[src/rtl/car_warning_pkg.sv]
// Shared types and default timing for the carWarning family.
// Imported by the chime driver and its helpers.
package car_warning_pkg;

  typedef enum logic [1:0] {
    IDLE     = 2'd0,
    BEEP_ON  = 2'd1,
    BEEP_OFF = 2'd2,
    HOLD     = 2'd3
  } chime_state_e;

  localparam int DEF_TICK_DIV  = 1000;
  localparam int DEF_ON_TICKS  = 5;
  localparam int DEF_OFF_TICKS = 5;
  localparam int DEF_MAX_BEEPS = 8;
  localparam int DEF_CW        = 4;

endpackage

[src/rtl/sync_2ff.sv]
// Generic two-flop synchronizer for asynchronous level inputs.
// Async active-low reset clears both stages.
module sync_2ff #(
  parameter int WIDTH = 1
) (
  input  logic             clk_i,
  input  logic             rst_ni,
  input  logic [WIDTH-1:0] d_i,
  output logic [WIDTH-1:0] q_o
);

  logic [WIDTH-1:0] meta_q;
  logic [WIDTH-1:0] sync_q;

  always_ff @(posedge clk_i or negedge rst_ni) begin
    if (!rst_ni) begin
      meta_q <= '0;
      sync_q <= '0;
    end else begin
      meta_q <= d_i;
      sync_q <= meta_q;
    end
  end

  assign q_o = sync_q;

endmodule

[src/rtl/alarm_chime_driver.sv]
// Turns the synchronized Alarm level into a timed, countable beep
// pattern with driver acknowledge and auto-silence.
module alarm_chime_driver
  import car_warning_pkg::*;
#(
  parameter int TICK_DIV  = DEF_TICK_DIV,
  parameter int ON_TICKS  = DEF_ON_TICKS,
  parameter int OFF_TICKS = DEF_OFF_TICKS,
  parameter int MAX_BEEPS = DEF_MAX_BEEPS,
  parameter int CW        = DEF_CW
) (
  input  logic          Clk,
  input  logic          RstN,
  input  logic          Alarm,
  input  logic          Ack,
  output logic          Buzzer,
  output logic          Active,
  output logic          Silenced,
  output logic [CW-1:0] BeepCount
);

  localparam int PMAX = (ON_TICKS > OFF_TICKS) ? ON_TICKS : OFF_TICKS;
  localparam int TW   = $clog2(TICK_DIV);
  localparam int PW   = $clog2(PMAX + 1);

  localparam logic [TW-1:0] TICK_LAST = TW'(TICK_DIV - 1);
  localparam logic [PW-1:0] ON_LAST   = PW'(ON_TICKS - 1);
  localparam logic [PW-1:0] OFF_LAST  = PW'(OFF_TICKS - 1);
  localparam logic [CW-1:0] BEEP_MAX  = CW'(MAX_BEEPS);

  logic alarm_s;

  sync_2ff #(.WIDTH(1)) u_sync (
    .clk_i  (Clk),
    .rst_ni (RstN),
    .d_i    (Alarm),
    .q_o    (alarm_s)
  );

  chime_state_e  state_q, state_d;
  logic [TW-1:0] tick_q, tick_d;
  logic [PW-1:0] phase_q, phase_d;
  logic [CW-1:0] beep_q, beep_d;
  logic          buzzer_q, active_q, silenced_q;
  logic          tick, run, entry;

  assign tick = (tick_q == TICK_LAST);

  always_comb begin
    state_d = state_q;
    beep_d  = beep_q;
    if (!alarm_s) begin
      state_d = IDLE;
      beep_d  = '0;
    end else begin
      unique case (state_q)
        IDLE: begin
          state_d = BEEP_ON;
          beep_d  = CW'(1);
        end
        BEEP_ON: begin
          if (Ack) begin
            state_d = HOLD;
          end else if (tick && phase_q == ON_LAST) begin
            state_d = (beep_q == BEEP_MAX) ? HOLD : BEEP_OFF;
          end
        end
        BEEP_OFF: begin
          if (Ack) begin
            state_d = HOLD;
          end else if (tick && phase_q == OFF_LAST) begin
            state_d = BEEP_ON;
            if (beep_q != BEEP_MAX) beep_d = beep_q + 1'b1;
          end
        end
        HOLD: state_d = HOLD;
        default: state_d = IDLE;
      endcase
    end
  end

  // Timing restarts on every state change so phases are exact multiples.
  always_comb begin
    run   = (state_d == BEEP_ON) || (state_d == BEEP_OFF);
    entry = (state_d != state_q);
    if (!run || entry) begin
      tick_d  = '0;
      phase_d = '0;
    end else if (tick) begin
      tick_d  = '0;
      phase_d = phase_q + 1'b1;
    end else begin
      tick_d  = tick_q + 1'b1;
      phase_d = phase_q;
    end
  end

  always_ff @(posedge Clk or negedge RstN) begin
    if (!RstN) begin
      state_q    <= IDLE;
      tick_q     <= '0;
      phase_q    <= '0;
      beep_q     <= '0;
      buzzer_q   <= 1'b0;
      active_q   <= 1'b0;
      silenced_q <= 1'b0;
    end else begin
      state_q    <= state_d;
      tick_q     <= tick_d;
      phase_q    <= phase_d;
      beep_q     <= beep_d;
      buzzer_q   <= (state_d == BEEP_ON);
      active_q   <= (state_d != IDLE);
      silenced_q <= (state_d == HOLD);
    end
  end

  assign Buzzer    = buzzer_q;
  assign Active    = active_q;
  assign Silenced  = silenced_q;
  assign BeepCount = beep_q;

endmodule

[config.mk]
export PLATFORM = sky130hd
export DESIGN_NAME = alarm_chime_driver
export DESIGN_NICKNAME = d
export VERILOG_FILES = /design/src/rtl/car_warning_pkg.sv /design/src/rtl/sync_2ff.sv /design/src/rtl/alarm_chime_driver.sv
export SDC_FILE = /design/constraint.sdc
export NUM_CORES = 1
export LEC_CHECK = 0
export ABC_AREA = 1
export CAP_MARGIN = 40
export CORE_ASPECT_RATIO = 0.7
export CORE_UTILIZATION = 28
export DETAILED_ROUTE_END_ITERATION = 8
export MAX_ROUTING_LAYER = met4
export PLACE_DENSITY_LB_ADDON = 0.05
export SETUP_SLACK_MARGIN = 0.05
export SLEW_MARGIN = 5
export SYNTH_ARGS = -nofsm -noshare
export SYNTH_HDL_FRONTEND = slang
export SYNTH_SLANG_ARGS = --single-unit
[constraint.sdc]
create_clock -name Clk -period 3.1 [get_ports Clk]
set_input_delay 0.62 -clock Clk [delete_from_list [all_inputs] [get_ports Clk]]
set_output_delay 0.62 -clock Clk [all_outputs]
set_load 0.01 [all_outputs]
# --- Word-level counts from Yosys, hierarchy flattened ---
# Index checks and enable logic that the tools add are counted.
word_totals:
  ff_bits: 24
  latchBits: 0
  ram_bits: 0
  romBits: 0
  inputBits: 4
  output_inout_bits: 7
  wordCells: 51
  n_memories: 0
op_classes:
  n_addsub: 3
  multipliers: 0
  n_div: 0
  order_cmp: 0
  eq_ne: 15
  shifts: 0
  n_mux: 16
  n_bitwise: 0
  reduce_logical: 8
ops:
  columns: ["cell", "count"]
  rows:
  - ["$mux W10", 2]
  - ["$mux W4", 4]
  - ["$ne A3 B3 Y1 const B", 4]
  - ["$add A10 B1 Y10 const B", 1]
  - ["$eq A10 B10 Y1 const B", 1]
  - ["$mux W2", 5]
  - ["$eq A2 B2 Y1 const B", 4]
  - ["$pmux W2 S4", 1]
  - ["$pmux W4 S2", 1]
  - ["$mux W3", 2]
  - ["$add A4 B1 Y4 const B", 1]
  - ["$eq A2 B1 Y1 const B", 2]
  - ["$eq A4 B4 Y1 const B", 1]
  - ["$ne A4 B4 Y1 const B", 1]
  - ["$reduce_and A4 Y1", 1]
  - ["$reduce_bool A2 Y1", 2]
  - ["$add A3 B1 Y3 const B", 1]
  - ["$eq A3 B3 Y1 const B", 1]
  - ["$logic_not A2 Y1", 1]
  - ["$logic_or A1 B1 Y1", 2]
  - ["$ne A2 B2 Y1", 1]
  - ["$logic_and A1 B1 Y1", 1]
  - ["$logic_not A1 Y1", 1]
  - ["$mux W1", 1]

# --- Depth between registers and ports, before layout ---
# Gate-level depths: netlist (run 1).
logic_depth:
  depth_word: 11
  ltp_mapped: 15
  mapped_depth_nobuf: 14

# --- Cells and area by module ---
# Synthesis (run 1) repeated with hierarchy kept, for this count alone.
hier_totals:
  cells_unflattened: 161
  hier_area_um2: 1391.3
by_module_without_submodules:
  columns: ["module", "n_inst", "cells_per_inst", "area_each_um2", "seq_area_each_um2"]
  rows:
  - ["alarm_chime_driver", 1, 159, 1341.3, 550.5]
  - ["sync_2ff", 1, 2, 50.0, 50.0]

# --- Worst setup path before layout (run 1) ---
# OpenSTA, ideal clock, no wires.
synth_path:
  kind: "reg-to-reg"
  startpoint: "register tick_q[0]"
  endpoint: "register tick_q[2]"
  setup_time_ps: 121
  arrival_time_ps: 1845
  required_ps: 2979
  slack_ps: 1134
  path_stages_with_launch: 15
  path_buffers: 1
  synth_period_minus_slack_ps: 1966
  path_cell_list: "dfrtp_1 ha_1 nand2_2 inv_2 nand2_2 nor3_4 nand3_2 nand3_2 nand2_4 ha_1 nand2_1 inv_1 nand3_4 buf_6 nor2_2"
synth_between:
  elab_chain_cells: 11
  word_cells_on_any_way: 17
  cone_classes: "add/sub (1); eq/ne (4); mux (8); reduce/logical (4)"
synth_rtl:
  columns: ["element", "line", "source"]
  rows:
  - ["start, declared", "alarm_chime_driver.sv:41", "logic [TW-1:0] tick_q, tick_d;"]
  - ["start signal, assigned", "alarm_chime_driver.sv:109", "tick_q <= tick_d;"]
  - ["$eq A10 B10 Y1", "alarm_chime_driver.sv:47", "assign tick = (tick_q == TICK_LAST);"]
  - ["$logic_and A1 B1 Y1", "alarm_chime_driver.sv:64, alarm_chime_driver.sv:71", null]
  - ["$mux W2, on equally long branches", "alarm_chime_driver.sv:71, alarm_chime_driver.sv:64", null]
  - ["$mux W2, on equally long branches", "alarm_chime_driver.sv:69, alarm_chime_driver.sv:62", null]
  - ["$pmux W2 S4", "alarm_chime_driver.sv:56", "unique case (state_q)"]
  - ["$mux W2", "alarm_chime_driver.sv:52", "if (!alarm_s) begin"]
  - ["$eq A2 B1 Y1 or $eq A2 B2 Y1 (tied branches)", "alarm_chime_driver.sv:84", "run = (state_d == BEEP_ON) || (state_d == BEEP_OFF);"]
  - ["$logic_or A1 B1 Y1", "alarm_chime_driver.sv:84", null]
  - ["$logic_not A1 Y1", "alarm_chime_driver.sv:86", "if (!run || entry) begin"]
  - ["$logic_or A1 B1 Y1", "alarm_chime_driver.sv:86", null]
  - ["$mux W10 (*)", "alarm_chime_driver.sv:86", null]
  - ["via tick_d[2]", "alarm_chime_driver.sv:41", null]
# The timed path passes the listed nets; every way through them passes the cells marked *.
# A chain may end at the register's enable or synchronous reset.

# --- Worst setup path in the final report (run 1) ---
layout_path:
  startpoint: "register tick_q[0]"
  endpoint: "register phase_q[2]"
layout_between:
  elab_chain_cells: 11
  word_cells_on_any_way: 16
  cone_classes: "eq/ne (4); mux (7); reduce/logical (5)"
layout_rtl:
  columns: ["element", "line", "source"]
  rows:
  - ["$eq A10 B10 Y1 (*)", "alarm_chime_driver.sv:47", null]
  - ["$logic_and A1 B1 Y1", "alarm_chime_driver.sv:64, alarm_chime_driver.sv:71", null]
  - ["$mux W2, on equally long branches", "alarm_chime_driver.sv:71, alarm_chime_driver.sv:64", null]
  - ["$mux W2, on equally long branches", "alarm_chime_driver.sv:69, alarm_chime_driver.sv:62", null]
  - ["$pmux W2 S4", "alarm_chime_driver.sv:56", null]
  - ["$mux W2", "alarm_chime_driver.sv:52", null]
  - ["$eq A2 B1 Y1 or $eq A2 B2 Y1 (tied branches)", "alarm_chime_driver.sv:84", null]
  - ["$logic_or A1 B1 Y1", "alarm_chime_driver.sv:84", null]
  - ["$logic_not A1 Y1", "alarm_chime_driver.sv:86", null]
  - ["$logic_or A1 B1 Y1", "alarm_chime_driver.sv:86", null]
  - ["$mux W3 or $reduce_bool A2 Y1 (tied branches)", null, null]
  - ["end signal, assigned", "alarm_chime_driver.sv:110", "phase_q <= phase_d;"]
  - ["end, declared", "alarm_chime_driver.sv:42", "logic [PW-1:0] phase_q, phase_d;"]
# Mark *: on every way between the ends. The rest lies on a longest branch, timed or not.

==> results of run 1 <==
==> layer usage <==
layer | global-route usage, % | vias to the layer above
li1 | - | 500
met2 | 15.80 | 16
met3 | 3.729 | 5
met4 | 4.358 | 0
met1 | 17.52 | 434
met5 | - | -
==> final timing paths <==
check,start,slack (ps),to,depth (start not counted)
hold / removal,u_sync.meta_q,360,u_sync.q_o,0
setup reg to reg,tick_q[0],860,phase_q[2],13
setup / recovery,tick_q[0],860,phase_q[2],13
hold reg to reg,u_sync.meta_q,360,u_sync.q_o,0
min in group asynchronous,RstN,700,tick_q[1],2
max in group asynchronous,RstN,2160,BeepCount[1],2
==> kinds of logic (layout without fill, tap and decap cells) <==
kind of cell             Yosys count  after routing  share of synthesized area, %
AND/OR/NAND/NOR                   77             77                         31.31
buffers and inverters             26             39                         8.131
flip-flops                        24             24                         44.86
AO/OA/AOI/OAI                      9              9                         3.645
adder cells (fa/ha/maj)            8              8                         7.477
XOR/XNOR                           7              7                         4.580
==> power groups by stage <==
stage	sequential [W]	combinational (W)	clock (W)
after floorplan	0.000336	0.0000434	0
after global placement	0.000338	0.0000686	0
after detailed placement	0.000338	0.0000680	0
after CTS	0.000332	0.0000683	0.000292
after global routing	0.000333	0.0000760	0.000305
final	0.000332	0.0000663	0.000276
==> cells in the final DEF (no fill, tap or decap), types with 2 or more instances in the layout <==
master,instances
clkbuf_8,3
dfrtp_1,24
or2_2,3
ha_1,8
o21ai_0,6
nand4_1,4
inv_1,23
nor2_2,9
nand3_2,3
nand3_1,13
xnor2_1,2
nor2_1,12
clkdlybuf4s50_1,10
nand2_2,4
nand2_1,24
xor2_1,5
==> layout make-up <==
cell class	instances	share of cell area, %
inverter	24	5.746
clock buffer	3	2.634
multi-input combinational	101	40.14
timing repair buffer	11	6.864
sequential	24	38.31
tap	55	4.389
clock inverter	1	1.915
==> sequential cells by signal (all words and copies together) (netlist names) <==
signal         flops
Silenced           1
Buzzer             1
Active             1
u_sync.q_o         1
tick_q            10
phase_q            3
BeepCount          4
state_q            2
u_sync.meta_q      1
==> worst max-delay path: cells and delay by family (launching register included) <==
family	cells	cell delay (ps)
flops	1	390
buf+inv	2	150
fa+ha+maj	2	490
simple gates	9	1120
==> per-stage QoR <==
step	hold WS [ps]	cell area (sq um)
final	360.9	1568
after global routing	365.8	1568
after CTS	361.6	1568
after detailed placement	338.7	1496
after global placement	334.5	1496
after floorplan	324.4	1339
==> metrics.txt, run 1 <==
run status complete, no violations; area of the multi-input gates 629.4 sq um; Arrival @ worst endpoint 2440 ps; Final Util 35.20%; TritonRoute pass-1 iters 6; combinational share of power 9.8%; largest net degree at the start of global routing 25; CTS tree built; CP max stage delay 390 ps; cell accounting for the most synthesized area dfrtp_1; most frequent cells after synthesis dfrtp_1 (24), nand2_1 (24), inv_1 (23), nand3_1 (13), nor2_1 (12); input/output buffers 10; Slew Viols, Final 0; fin crit period 2241 ps; Sequential Power Share 49.2%; final setup fails 0; sequential-to-total area share from yosys stat 44.86%; net count after synthesis 163; Setup WS pre-CTS 681.8 ps; Setup TNS 0 ps; Sequential Area 600.6 sq um; metal3 WL 102 microns; Clock Path Buffers 2; Net Switching 0.0001529 W; final wirelength 2558 microns; ratio of final minimum period to clock period 72.29%; CTS resizes 0; Fillers 475; Num CTS Buffers 3; Yosys top cell area share 44.86%; residual DRC count 0; Area growth syn-to-layout 17.10%; top layer in use met4; post-synthesis instance total 151; Synth Register Bits 24; WP data required 3300 ps; internal power 0.0005205 W; total gr overflow 0; Slew HR 73.90%; Sw Ratio 22.71%; Cell Pwr Density 429.5 mW/mm^2; ys flop type dfrtp_1; Post-DRT Antenna Nets 0; crit end category flip-flop; Tot GR Track Use 12.18%; drt initial violations 57; WL met2 956 microns; Final Worst Setup Slack 859.1 ps; HPWL Detailed 1900 microns; critical path type reg2reg; Final Hold Violating Endpoints 0; Placed Instances 215; worst-path maximum fanout 13; core area 0.004454 sq mm; RSZ-0062 raised after global routing false; first-pass GRT wire length 4429 microns; Synth Warn # 0; CP Launch Type flip-flop; routed vias 955; met1 WL 1466 microns; diode count 0; Lkg Pwr 0.7190 nW; VDD IR max 0.1969 mV; crit-path cells ha_1, nand2_2, inv_2, nand2_2, nor3_4, nand3_2, nand3_2, nand2_4, ha_1, nand2_1, inv_1, nand3_4, nor2_1; CP max stage cell dfrtp_1; Synth area leaders dfrtp_1 (45%), ha_1 (7.5%), nand2_1 (6.7%), inv_1 (6.4%), nand3_1 (4.9%); nets@finish 177; Ports 11; initial antenna violation count 0; gp weighted congestion 0.7369; Clock Root Buffer clkbuf_8; Worst Hold Class reg2reg; MaxCap Viol Count 0; Die Footprint 0.005066 sq mm; Synth Area per Inst 8.866 sq um; layout cells sized above 1 17.68%; row count 20; Power Total 0.0006734 W; Fmax 446.3 MHz; vias in the first global route 885; drt wl/cell 11.68 microns; Mapped Area 0.001339 sq mm; clk sinks 24; Unique masters post-synth 25; Initial Util 30.06%; Vias/cell 4.361; Post-CTS Setup Bufs 0; Worst Tran Pin Value 387.4 ps; Hold Buf Count CTS 0; Post-synth EDFFs 0; Chip Width 84.65 microns; ys async rst share 100.0%; clock skew 6.875 ps; Worst-path clk slew 90 ps; H-tree lvl count 1; non-filler cells, final 219; clk_lat worst skew 270 ps; Die Y 59.86 microns; Clk pwr share 40.9%
Power figures use the tool's default switching activity.
==> run 2: changes to the inputs <==
==> constraint.sdc (replaced) <==
create_clock -name Clk -period 2.35 [get_ports Clk]
set_input_delay 0.47 -clock Clk [delete_from_list [all_inputs] [get_ports Clk]]
set_output_delay 0.47 -clock Clk [all_outputs]
set_load 0.01 [all_outputs]
==> run 2 against run 1 <==
  * Global-route usage is 0.24 points lower
  * Highest routed layer unchanged
  * Core utilization increased by 0.56 points
  * First-iteration DRC count fell by 23%
  * Worst hold slack worse by 2.3 ps
  * Critical endpoint is now tick_q[1]
  * Fmax rose by 7.5%
  * Largest cell class unchanged
  * Routed wire length grew 2.0%
==> metrics.txt, run 2 (same netlist as run 1, synthesis figures left out) <==
Worst-path clk slew 90 ps (about the same); row count 20 (unchanged); nets@finish 179 (+1.1%); Hold Path Sink u_sync.q_o; drt wl/cell 11.81 microns (+1.1%); Final Worst Setup Slack 264.7 ps (-594.5 ps); Initial Util 30.06% (unchanged); WHS Path Cells 0 (unchanged); final setup fails 0 (unchanged); ratio of final minimum period to clock period 88.74% (+16 points); area of the multi-input gates 646.9 sq um (+2.8%); Die Y 59.86 microns (unchanged); HPWL Detailed 1947 microns (+2.4%); largest net degree at the start of global routing 25 (unchanged); HP Start u_sync.meta_q; VDD IR max 0.1841 mV (-6.5%); reg2reg setup slack 260 ps (-590 ps); worst-path maximum fanout 6 (-7); most frequent CP cell nand2_1; Slew HR 75.63% (+1.7 points); routed vias 968 (+1.4%); CTS resizes 0 (unchanged); Setup WS pre-CTS 77.07 ps (-604.7 ps); Setup TNS 0 ps (unchanged); Worst Hold Class reg2reg; layout cells sized above 1 19.28% (+1.6 points); MaxCap Viol Count 0 (unchanged); Sequential Area 600.6 sq um (unchanged); max reg flops 10 (unchanged); Final Hold Violating Endpoints 0 (unchanged); clock skew 5.321 ps (-1.554 ps); Post-CTS Setup Bufs 0 (unchanged); crit end category flip-flop; Lkg Pwr 0.7268 nW (+1.1%); critical path type reg2reg; Ports 11 (unchanged); Tot GR Track Use 11.95% (-0.24 points); final wirelength 2610 microns (+2.0%); Post-DRT Antenna Nets 0 (unchanged); non-filler cells, final 221 (+0.91%); CP Launch Type flip-flop; Buf/Inv on CP 1 (-1); total gr overflow 0 (unchanged); input/output buffers 10 (unchanged); CP max stage cell dfrtp_1; Largest Register tick_q; Hold Buf Count CTS 0 (unchanged); r2r worst-path depth 13 (unchanged); Chip Width 84.65 microns (unchanged); Num CTS Buffers 3 (unchanged); clk_lat worst skew 270 ps (about the same); CTS tree built; commonest non-fill, non-tap cells in the layout dfrtp_1 (24), nand2_1 (24), inv_1 (22); gp weighted congestion 0.7457 (+1.2%); Arrival @ worst endpoint 2290 ps (-150 ps); delay-heaviest family, CP simple AND/OR/NAND/NOR gates; Vias/cell 4.380 (+0.44%); TritonRoute pass-1 iters 4 (-2); vias in the first global route 905 (+2.3%); Die Footprint 0.005066 sq mm (unchanged); RSZ-0062 raised after global routing false; Cell Pwr Density 560.0 mW/mm^2 (+30%); Placed Instances 216 (+0.47%); initial antenna violation count 0 (unchanged); WHS 358.6 ps (-2.296 ps); CP max stage delay 390 ps (about the same); reg2reg end tick_q[1]; residual DRC count 0 (unchanged); Area growth syn-to-layout 18.97%; Clock Path Buffers 2 (unchanged); run status complete, no violations; Clock Root Buffer clkbuf_8; fin crit period 2085 ps (-155.5 ps); crit-path cells ha_1, nand2_2, nor2_1, nand3_1, nand2_1, nand2_1, nand2_1, nand2_1, ha_1, nand2_1, inv_2, nand3_4, nor2_2; clk sinks 24 (unchanged); drt initial violations 44 (-23%); reg2reg start tick_q[0]; Fmax 479.5 MHz (+7.5%); Fillers 453 (-4.6%); Slew Viols, Final 0 (unchanged); WP data required 2550 ps (-750 ps); H-tree lvl count 1 (unchanged); Worst Tran Pin Value 361.8 ps (-25.62 ps); diode count 0 (unchanged); first-pass GRT wire length 4409 microns (-0.45%); core area 0.004454 sq mm (unchanged)
-- run 2: cell types whose count changed in the layout (fill, tap and decap cells not counted) --
cell     previous run  this run
buf_4               1         2
nand3_4             1         2
inv_1              23        22
inv_2               1         2
-- run 2: where the power goes --
group | internal [W] | switching, W | leakage, nW | total (W)
registers | 0.000425 | 0.0000123 | 0.320 | 0.000437
logic | 0.0000363 | 0.0000591 | 0.371 | 0.0000955
clock network | 0.000228 | 0.000132 | 0.0357 | 0.000359
total | 0.000689 | 0.000203 | 0.727 | 0.000892
-- run 2: routing by layer --
layer | track usage [%] | up-vias | routed length, microns
met3 | 3.315 | 2 | 105
met1 | 17.07 | 440 | 1468
li1 | - | 510 | -
met5 | - | - | 0
met2 | 16.61 | 16 | 1020
met4 | 2.906 | 0 | 15
-- run 2: worst max path at each step --
stage | from | to | slack [ps] | depth (start not counted)
final | tick_q[0] | tick_q[1] | 260 | 13
after global routing | tick_q[0] | phase_q[0] | 80 | 13
after CTS | tick_q[0] | phase_q[2] | 140 | 13
after detailed placement | Ack | phase_q[2] | 80 | 11
after global placement | Ack | phase_q[0] | 130 | 11
after floorplan | tick_q[0] | tick_q[2] | 380 | 14
-- run 2: area by class of cell --
| cell class | instances | area share [%] |
|---|---|---|
| multi-input combinational | 102 | 40.61 |
| sequential | 24 | 37.71 |
| timing repair buffer | 12 | 7.227 |
| inverter | 24 | 5.656 |
| tap | 55 | 4.320 |
| clock buffer | 3 | 2.592 |
| clock inverter | 1 | 1.885 |
-- run 2: stage by stage --
| stage | total power [W] | util, % | cell area [sq um] |
|---|---|---|---|
| after CTS | 0.0009117 | 35.37 | 1575 |
| after detailed placement | 0.0005361 | 33.76 | 1504 |
| after floorplan | 0.0005007 | - | 1339 |
| final | 0.0008920 | 35.76 | 1593 |
| after global routing | 0.0009429 | 35.76 | 1593 |
| after global placement | 0.0005359 | 33.76 | 1504 |
